===== src/rtl/seq_divider.sv =====
// 32-bit restoring sequential divider, one quotient bit per clock; DIV_SIGNED_EN enables signed operands.
// Fixed latency: done pulses 34 edges after accept (1 edge for divide-by-zero); start is ignored while busy.
module seq_divider (
    input  logic        clk,
    input  logic        clr,
    input  logic        start,
    input  logic        signed_op,
    input  logic [31:0] dividend,
    input  logic [31:0] divisor,
    output logic [31:0] quotient,
    output logic [31:0] remainder,
    output logic        busy,
    output logic        done,
    output logic        div_by_zero
);
    typedef enum logic [1:0] {IDLE, ITER, FIX, DONE} state_t;

    state_t      state;
    logic [31:0] q_sh;
    logic [31:0] d_reg;
    logic [32:0] rem;
    logic [5:0]  cnt;
    logic [33:0] diff;
    logic [31:0] a_in;
    logic [31:0] d_in;
    logic [31:0] q_fix;
    logic [31:0] r_fix;
    logic        accept;

    assign accept = (state == IDLE) && start;
    // The shifted-in partial remainder minus the divisor; bit 33 set means the subtract failed.
    assign diff   = {rem, q_sh[31]} - {2'b00, d_reg};

`ifdef DIV_SIGNED_EN
    logic sign_a;
    logic sign_d;
    logic neg_a;
    logic neg_d;

    assign neg_a = signed_op & dividend[31];
    assign neg_d = signed_op & divisor[31];
    assign a_in  = neg_a ? -dividend : dividend;
    assign d_in  = neg_d ? -divisor : divisor;
    assign q_fix = (sign_a ^ sign_d) ? -q_sh : q_sh;
    assign r_fix = sign_a ? -rem[31:0] : rem[31:0];

    always_ff @(posedge clk or posedge clr) begin
        if (clr) begin
            sign_a <= 1'b0;
            sign_d <= 1'b0;
        end else if (accept) begin
            sign_a <= neg_a;
            sign_d <= neg_d;
        end
    end
`else
    logic unused_signed_op;

    assign unused_signed_op = signed_op;
    assign a_in  = dividend;
    assign d_in  = divisor;
    assign q_fix = q_sh;
    assign r_fix = rem[31:0];
`endif

    always_ff @(posedge clk or posedge clr) begin
        if (clr) begin
            state       <= IDLE;
            q_sh        <= '0;
            d_reg       <= '0;
            rem         <= '0;
            cnt         <= '0;
            quotient    <= '0;
            remainder   <= '0;
            busy        <= 1'b0;
            done        <= 1'b0;
            div_by_zero <= 1'b0;
        end else begin
            // done trails the DONE state by one cycle; busy spans accept through the done cycle.
            done <= (state == DONE);
            if (accept)
                busy <= 1'b1;
            else if (done)
                busy <= 1'b0;

            case (state)
                IDLE: begin
                    if (start) begin
                        if (divisor == 32'd0) begin
                            quotient    <= 32'hFFFF_FFFF;
                            remainder   <= dividend;
                            div_by_zero <= 1'b1;
                            state       <= DONE;
                        end else begin
                            q_sh        <= a_in;
                            d_reg       <= d_in;
                            rem         <= '0;
                            cnt         <= '0;
                            div_by_zero <= 1'b0;
                            state       <= ITER;
                        end
                    end
                end
                ITER: begin
                    if (!diff[33]) begin
                        rem  <= diff[32:0];
                        q_sh <= {q_sh[30:0], 1'b1};
                    end else begin
                        rem  <= {rem[31:0], q_sh[31]};
                        q_sh <= {q_sh[30:0], 1'b0};
                    end
                    cnt <= cnt + 6'd1;
                    if (cnt == 6'd31)
                        state <= FIX;
                end
                FIX: begin
                    quotient  <= q_fix;
                    remainder <= r_fix;
                    state     <= DONE;
                end
                DONE: state <= IDLE;
                default: state <= IDLE;
            endcase
        end
    end
endmodule


===== config.mk =====
export PLATFORM = sky130hd
export DESIGN_NAME = seq_divider
export DESIGN_NICKNAME = d
export VERILOG_FILES = /design/src/rtl/seq_divider.sv
export SDC_FILE = /design/constraint.sdc
export NUM_CORES = 1
export LEC_CHECK = 0
export CAP_MARGIN = 30
export CELL_PAD_IN_SITES_DETAIL_PLACEMENT = 0
export CELL_PAD_IN_SITES_GLOBAL_PLACEMENT = 1
export CORE_MARGIN = 2
export CORE_UTILIZATION = 30
export DETAILED_ROUTE_END_ITERATION = 8
export DONT_BUFFER_PORTS = 1
export GPL_TIMING_DRIVEN = 0
export PLACE_DENSITY_LB_ADDON = 0.1
export SETUP_SLACK_MARGIN = 0.02
export SLEW_MARGIN = 40
export SYNTH_ARGS = -nofsm -noshare
export SYNTH_HDL_FRONTEND = slang
export SYNTH_SLANG_ARGS = --single-unit

===== constraint.sdc =====
create_clock -name clk -period 6.14 [get_ports clk]
set_clock_uncertainty 0.05 [all_clocks]
set_input_delay 1.535 -clock clk [delete_from_list [all_inputs] [get_ports clk]]
set_output_delay 1.535 -clock clk [all_outputs]
set_load 0.005 [all_outputs]

Word-level counts from Yosys, hierarchy flattened
Cells that the tools add are included.

storage, ports and cells
  bits in registers = 172
  bits of input ports = 68
  output and inout bits = 67

cells by class
  $add $sub $neg = 2
  equality and inequality tests = 8
  multiplexer cells = 24
  bitwise gates (word level) = 1
  reduce and logical (&&, ||, !) cells = 11

operator list
  kind                   count
  $mux W32               6
  $pmux W32 S2           3
  $mux W33               3
  $pmux W33 S2           1
  $sub A34 B32 Y34       1
  $logic_not A32 Y1      1
  $mux W6                2
  $pmux W6 S2            1
  $reduce_and A3 Y1      3
  $pmux W2 S4            1
  $add A6 B1 Y6 const B  1
  $eq A6 B5 Y1 const B   1
  $mux W2                3
  $ne A2 B2 Y1 const B   3
  $reduce_bool A2 Y1     3
  $eq A2 B2 Y1 const B   2
  $mux W1                4
  $reduce_and A2 Y1      2
  $eq A2 B1 Y1 const B   1
  $logic_not A2 Y1       1
  $ne A2 B1 Y1 const B   1
  $logic_and A1 B1 Y1    1
  $not A1 Y1             1

Longest topological paths before layout
Gate-level depths: netlist (run 1).

  depth in word-level cells = 4
  depth in mapped cells = 13
  depth with buffers taken out = 11

Worst setup path after synthesis (run 1)
OpenSTA, ideal clock, no wires.

  path kind = input -> register
  start point = input divisor[25]
  end point = register q_sh[31], in the netlist q_fix[31]
  data arrival time = 3.012 ns
  data required time = 6.007 ns
  setup slack = 2.996 ns
  cell stages on the path = 8
  cell sequence = nor4_1 -> nand4_1 -> o21ba_2 -> a21oi_1 -> clkbuf_1 -> buf_1 -> nand2_1 -> o21ai_0

on the way
  longest elaborated chain between the ends = 3

RTL lines
  item                                line  source
  start: declaration                  9     input logic [31:0] divisor,
  $logic_not A32 Y1                   89    if (divisor == 32'd0) begin
  $ne A2 B2 Y1 (no source line)       n/a
  $reduce_and A3 Y1 (no source line)  n/a
  end signal: assignment              95    q_sh <= a_in;
  end signal: assignment              107   q_sh <= {q_sh[30:0], 1'b1};
  end signal: assignment              110   q_sh <= {q_sh[30:0], 1'b0};
  end: declaration                    19    logic [31:0] q_sh;

No other way between the ends.
A chain may end at the register's enable or synchronous reset.

Final worst setup path (run 1)
  start point = input divisor[0]
  end point = register quotient[22]

on the way
  longest elaborated chain between the ends = 3

RTL lines
  item                                line  source
  $logic_not A32 Y1                   89
  $ne A2 B1 Y1 (no source line)       n/a
  $reduce_and A3 Y1 (no source line)  n/a
  end signal: assignment              117   quotient <= q_fix;
  end: declaration                    10    output logic [31:0] quotient,

No other way between the ends.

==> results of run 1 <==
[report_power, final]
part | internal, mW | switching (mW) | total, mW
clock | 0.659 | 0.530 | 1.19
sequential | 1.64 | 0.431 | 2.08
combinational | 1.34 | 2.20 | 3.54
total | 3.64 | 3.17 | 6.81
[through the flow]
step	area [sq um]	utilization [%]
floorplan	9210	-
global placement	9710	31.9
detailed placement	9910	32.6
CTS	10500	34.6
global route	10500	34.6
finish	10500	34.6
[metal layers]
metal	vias to the layer above	global-route usage [%]	share of wire (%)
li1	3611	-	-
met1	3630	27.6	50
met2	128	31.0	45
met3	21	3.48	4.0
met4	0	4.94	1.3
met5	-	0	0
[cells in the final DEF (no fill, tap or decap), types with 9 or more instances in the layout]
master	instances
dfrtp_1	172
a21oi_1	104
nand2_1	101
o21ai_0	90
nor2_1	84
inv_1	76
mux2i_1	54
clkbuf_1	46
a31oi_1	40
ha_1	38
o22ai_1	32
xnor2_1	19
clkbuf_16	17
a21o_1	13
xor2_1	11
nor3_1	9
nor4_1	9
nand4_1	9
[worst max-delay path, cell delays in order]
cell	delay, ns
nor4_1	0.62
nand4_1	0.48
nor2_1	0.27
nand3_1	0.14
o21ai_0	0.17
clkbuf_1	0.51
clkbuf_1	0.52
a31oi_1	0.17
[worst paths after layout]
| check | end | from |
|---|---|---|
| worst max-delay path | quotient[22]$_DFFE_PP0P_ | divisor[0] |
| worst min-delay path | q_fix[31]$_DFFE_PP0P_ | q_fix[31]$_DFFE_PP0P_ |
| worst max register to register | rem[32]$_DFFE_PP0P_ | q_fix[31]$_DFFE_PP0P_ |
| worst min register to register | q_fix[31]$_DFFE_PP0P_ | q_fix[31]$_DFFE_PP0P_ |
| max in group asynchronous | d_reg[31]$_DFFE_PP0P_ | clr |
| min in group asynchronous | quotient[10]$_DFFE_PP0P_ | clr |
[final cells by class]
type                            instances  area [sq um]
Fill cell                            3199         19900
Multi-Input combinational cell        704          4360
Sequential cell                       172          4300
Tap cell                              396           495
Clock buffer                           17           425
Inverter                               77           293
Buffer                                 59           260
Timing Repair Buffer                    8           205
Clock inverter                         15           203
[cells in the mapped netlist, drive strengths merged (2+ instances only)]
cell type	n	area [sq um]
nor2	85	327
a2111o	2	22.5
o21ai	97	485
a211oi	7	62.6
and2	2	12.5
or2	3	18.8
a21oi	104	521
buf	11	77.6
nand2b	6	37.5
o22ai	32	200
nor2b	5	31.3
a211o	2	17.5
clkbuf	48	181
nor3	9	45.0
a22o	5	43.8
a21o	13	97.6
o211ai	5	37.5
dfrtp	172	4300
and3	5	36.3
nor4	9	56.3
nand4	9	56.3
nand3	7	35.0
mux2i	55	563
inv	77	289
or3	4	25.0
o21bai	3	22.5
a31oi	40	250
nor3b	2	15.0
ha	38	475
a21boi	2	15.0
o21a	5	37.5
a32oi	5	43.8
xor2	11	96.3
o31ai	3	22.5
xnor2	19	166
nand2	102	385
[logic make-up (layout without fill, tap and decap cells)]
group / after synthesis / count (layout) / synth area share [%]
compound gates: 331 / 331 / 21.1
simple gates: 248 / 248 / 11.7
flops: 172 / 172 / 46.7
buf+inv: 136 / 176 / 5.95
mux: 56 / 56 / 6.24
fa+ha+maj: 39 / 39 / 5.38
xor+xnor: 30 / 30 / 2.85
==> impl_metrics.env, run 1 <==
export IMPL_hold_ws_ns=0.434
export IMPL_worst_setup_path_end_kind="register"
export IMPL_cp_data_arrival_time_ns=4.42
export IMPL_pin_count=135
export IMPL_wl_per_cell_um=21.1
export IMPL_rsz0062_at_grt="no"
export IMPL_cts_root_buf="clkbuf_16"
export IMPL_power_mw=6.81
export IMPL_nets=1146
export IMPL_cts_hold_buf=0
export IMPL_synth_edff_count=0
export IMPL_overflow=0
export IMPL_die_h_um=179
export IMPL_place_gp_congestion=0.789
export IMPL_slew_viol_final=0
export IMPL_vias=7390
export IMPL_grt_pass1_wl_um=46900
export IMPL_syn2layout_area_growth_pct=14.5
export IMPL_cts_buffers_inserted=17
export IMPL_setup_slack_ns=1.97
export IMPL_grt_pass1_vias=7555
export IMPL_netlist_instances=1012
export IMPL_finalSetupViolCount=0
export IMPL_synthFlopType="dfrtp_1"
export IMPL_core_sq_um=30400
export IMPL_vias_per_cell=5.10
export IMPL_ys_ff_latch=172
export IMPL_path_class="in2reg"
export IMPL_syn_cell_area_sq_um=9210
export IMPL_tightest_slew_ns=0.849
export IMPL_max_freq_mhz=240
export IMPL_drcViolationCount=0
export IMPL_async_flop_share_pct=100
export IMPL_reg2reg_depth=11
export IMPL_required_ns=6.39
export IMPL_syn_avg_cell_area_sq_um=9.10
export IMPL_antenna_left=0
export IMPL_min_delay_path_class="reg2reg"
export IMPL_post_dp_hpwl_um=24000
export IMPL_reg2reg_slack_ns=2.71
export IMPL_clk_latency_ns=0.44
export IMPL_synth_seq_area_share_pct=46.7
export IMPL_synth_net_count=1119
export IMPL_worstSetupStartpointType="input pin"
export IMPL_wl_um=30600
export IMPL_dp_cells=1416
export IMPL_firstDrtPassIters=5
export IMPL_drive_gt1_share_pct=6.08
export IMPL_cts_sinks=172
export IMPL_ctsHtreeMaxLevel=4
export IMPL_status="complete, no violations"
export IMPL_finalNonFillerCells=1448
export IMPL_yosysWarningCount=0
export IMPL_hold_viol=0
export IMPL_cellLeakagePower_nw=4.55
export IMPL_largest_reg_flops=33
export IMPL_setup_tns_ns=0
export IMPL_grt_max_degree=25
export IMPL_top_register="rem"
export IMPL_cts_buffer_depth=2
export IMPL_max_cap_violations=0
export IMPL_n_antenna_cell=0
export IMPL_period_needed_ns=4.17
export IMPL_cts_resized_gates=0
export IMPL_powerDensity_nw_per_um2=646
export IMPL_antenna_found_initial=0
export IMPL_pre_cts_slack_ns=1.24
export IMPL_fin_crit_sh_pct=68.0
export IMPL_path_clk_slew_ns=0.07
export IMPL_cts_tree="yes"
export IMPL_portBuffers=0
export IMPL_crit_path_max_fanout=10
export IMPL_irDropWorstVdd_mv=0.229
export IMPL_grt_usage_pct=19.6
export IMPL_start_util_pct=30.3
export IMPL_drt_iter0_markers=449
export IMPL_max_slew_margin_rel_pct=43.2
export IMPL_rows=64
export IMPL_die_area_sq_um=32100
export IMPL_whs_path_depth=2
export IMPL_cts_setup_buffers=0
export IMPL_die_w_um=179
export IMPL_synth_cell_type_count=56
Power figures use the tool's default switching activity.
==> run 2: changes to the inputs <==
==> constraint.sdc (replaced) <==
create_clock -name clk -period 3.7 [get_ports clk]
set_clock_uncertainty 0.05 [all_clocks]
set_input_delay 0.925 -clock clk [delete_from_list [all_inputs] [get_ports clk]]
set_output_delay 0.925 -clock clk [all_outputs]
set_load 0.005 [all_outputs]
==> impl_metrics.env, run 2 (synthesis gave the netlist of run 1 again) <==
export IMPL_status="complete, no violations"
export IMPL_post_dp_hpwl_um=24000
export IMPL_ctsHtreeMaxLevel=4
export IMPL_cts_setup_buffers=0
export IMPL_final_common_cell="dfrtp_1"
export IMPL_grt_usage_pct=19.6
export IMPL_cp_data_arrival_time_ns=3.61
export IMPL_grt_max_degree=25
export IMPL_antenna_left=0
export IMPL_drcViolationCount=0
export IMPL_rows=64
export IMPL_tightest_slew_ns=0.818
export IMPL_place_gp_congestion=0.789
export IMPL_overflow=0
export IMPL_cts_buffers_inserted=17
export IMPL_hold_ws_ns=0.330
export IMPL_path_class="reg2reg"
export IMPL_path_clk_slew_ns=0.07
export IMPL_cellLeakagePower_nw=4.55
export IMPL_period_needed_ns=3.34
export IMPL_max_cap_violations=0
export IMPL_start_util_pct=30.3
export IMPL_fin_crit_sh_pct=90.3
export IMPL_irDropWorstVdd_mv=0.382
export IMPL_vias_per_cell=5.13
export IMPL_cts_root_buf="clkbuf_16"
export IMPL_core_sq_um=30400
export IMPL_wl_um=30500
export IMPL_powerDensity_nw_per_um2=1070
export IMPL_pre_cts_slack_ns=-0.591
export IMPL_cts_tree="yes"
export IMPL_finalSetupViolCount=0
export IMPL_hold_viol=0
export IMPL_pin_count=135
export IMPL_die_w_um=179
export IMPL_vias=7431
export IMPL_setup_slack_ns=0.359
export IMPL_min_delay_path_class="in2async"
export IMPL_fin_util_pct=34.7
export IMPL_cts_buffer_depth=2
export IMPL_top_register="rem"
export IMPL_grt_pass1_wl_um=46900
export IMPL_syn2layout_area_growth_pct=14.6
export IMPL_portBuffers=0
export IMPL_drive_gt1_share_pct=6.27
export IMPL_place_area_sq_um=9910
export IMPL_grt_pass1_vias=7568
export IMPL_wl_per_cell_um=21.1
export IMPL_nets=1146
export IMPL_cts_hold_buf=0
export IMPL_n_antenna_cell=0
export IMPL_rsz0062_at_grt="no"
export IMPL_drt_iter0_markers=412
export IMPL_final_area_sq_um=10600
export IMPL_clk_latency_ns=0.44
export IMPL_finalNonFillerCells=1448
export IMPL_max_freq_mhz=299
export IMPL_required_ns=3.97
export IMPL_largest_reg_flops=33
export IMPL_firstDrtPassIters=4
export IMPL_die_h_um=179
export IMPL_antenna_found_initial=0
export IMPL_final_cell_mix="dfrtp_1 (172), a21oi_1 (104), nand2_1 (101), o21ai_0 (90), nor2_1 (84)"
export IMPL_max_slew_margin_rel_pct=45.2
export IMPL_worstSetupStartpointType="register"
export IMPL_dp_cells=1416
export IMPL_worst_setup_path_end_kind="register"
export IMPL_die_area_sq_um=32100
export IMPL_cts_sinks=172
export IMPL_crit_path_max_fanout=10
export IMPL_slew_viol_final=0
-- run 2: cell types whose count changed in the layout (fill, tap and decap cells not counted) --
cell	change
nor4_1	-1
nor4_2	+1
o31ai_1	-1
o31ai_2	+1
-- run 2: stage by stage --
stage | total power, mW | setup TNS (ns)
floorplan | 7.61 | 0
global placement | 9.38 | -179.51
detailed placement | 9.43 | -55.73
CTS | 11.5 | 0
global route | 12.3 | 0
finish | 11.3 | 0
-- run 2: final cells by class --
| type | instances | area [sq um] |
|---|---|---|
| buffer | 59 | 260 |
| multi-input combinational | 704 | 4370 |
| fill | 3197 | 19900 |
| sequential | 172 | 4300 |
| tap | 396 | 495 |
| timing repair buffer | 8 | 205 |
| inverter | 77 | 293 |
| clock inverter | 15 | 203 |
| clock buffer | 17 | 425 |
-- run 2: per-layer routing --
metal  up-vias  part of all wire, %  global-route usage (%)
li1       3608                    -                       -
met3        22                  4.5                    3.48
met1      3644                   49                    27.6
met5         -                    0                       0
met4         0                  1.3                    4.94
met2       157                   45                    31.0
-- run 2: timing repair --
item | in CTS | in global routing
gates resized for setup | 1 | 1
endpoints found under the setup margin | 64 | 2
pin swaps | 0 | 0
-- run 2: critical path: stages (launching register included) --
cell      delay [ns]
dfrtp_1         0.54
ha_1            0.31
buf_6           0.14
a211oi_2        0.20
nor2_1          0.07
a311o_1         0.39
a21oi_1         0.21
o211ai_1        0.36
or2_1           0.35
buf_6           0.15
buf_6           0.15
a32oi_1         0.19
o21ai_0         0.11
-- run 2: final timing paths --
check / start / to / slack (ns) / cells after the start
min in group clk: q_fix[31]$_DFFE_PP0P_ / q_fix[31]$_DFFE_PP0P_ / 0.43 / 2
max in group asynchronous: clr / d_reg[31]$_DFFE_PP0P_ / 2.43 / 4
hold / removal: clr / quotient[10]$_DFFE_PP0P_ / 0.33 / 1
setup / recovery: rem[21]$_DFFE_PP0P_ / rem[30]$_DFFE_PP0P_ / 0.36 / 12
hold reg to reg: q_fix[31]$_DFFE_PP0P_ / q_fix[31]$_DFFE_PP0P_ / 0.43 / 2
setup reg to reg: rem[21]$_DFFE_PP0P_ / rem[30]$_DFFE_PP0P_ / 0.36 / 12
-- run 2: report_power, final --
part           switching (mW)  leakage [nW]  internal [mW]
sequential              0.715          2.03           2.73
combinational            3.66          2.22           2.23
clock                   0.880         0.303           1.09
total                    5.25          4.55           6.05
==> run 3: changes to the inputs <==
--- a/config.mk
+++ b/config.mk
@@ -12,6 +12,7 @@
 export CORE_UTILIZATION = 30
 export DETAILED_ROUTE_END_ITERATION = 8
 export DONT_BUFFER_PORTS = 1
+export GPL_ROUTABILITY_DRIVEN = 1
 export GPL_TIMING_DRIVEN = 0
 export PLACE_DENSITY_LB_ADDON = 0.1
 export SETUP_SLACK_MARGIN = 0.02
==> results of run 3 <==
Same layout as run 2: the final DEF is identical, and so are final timing and power.
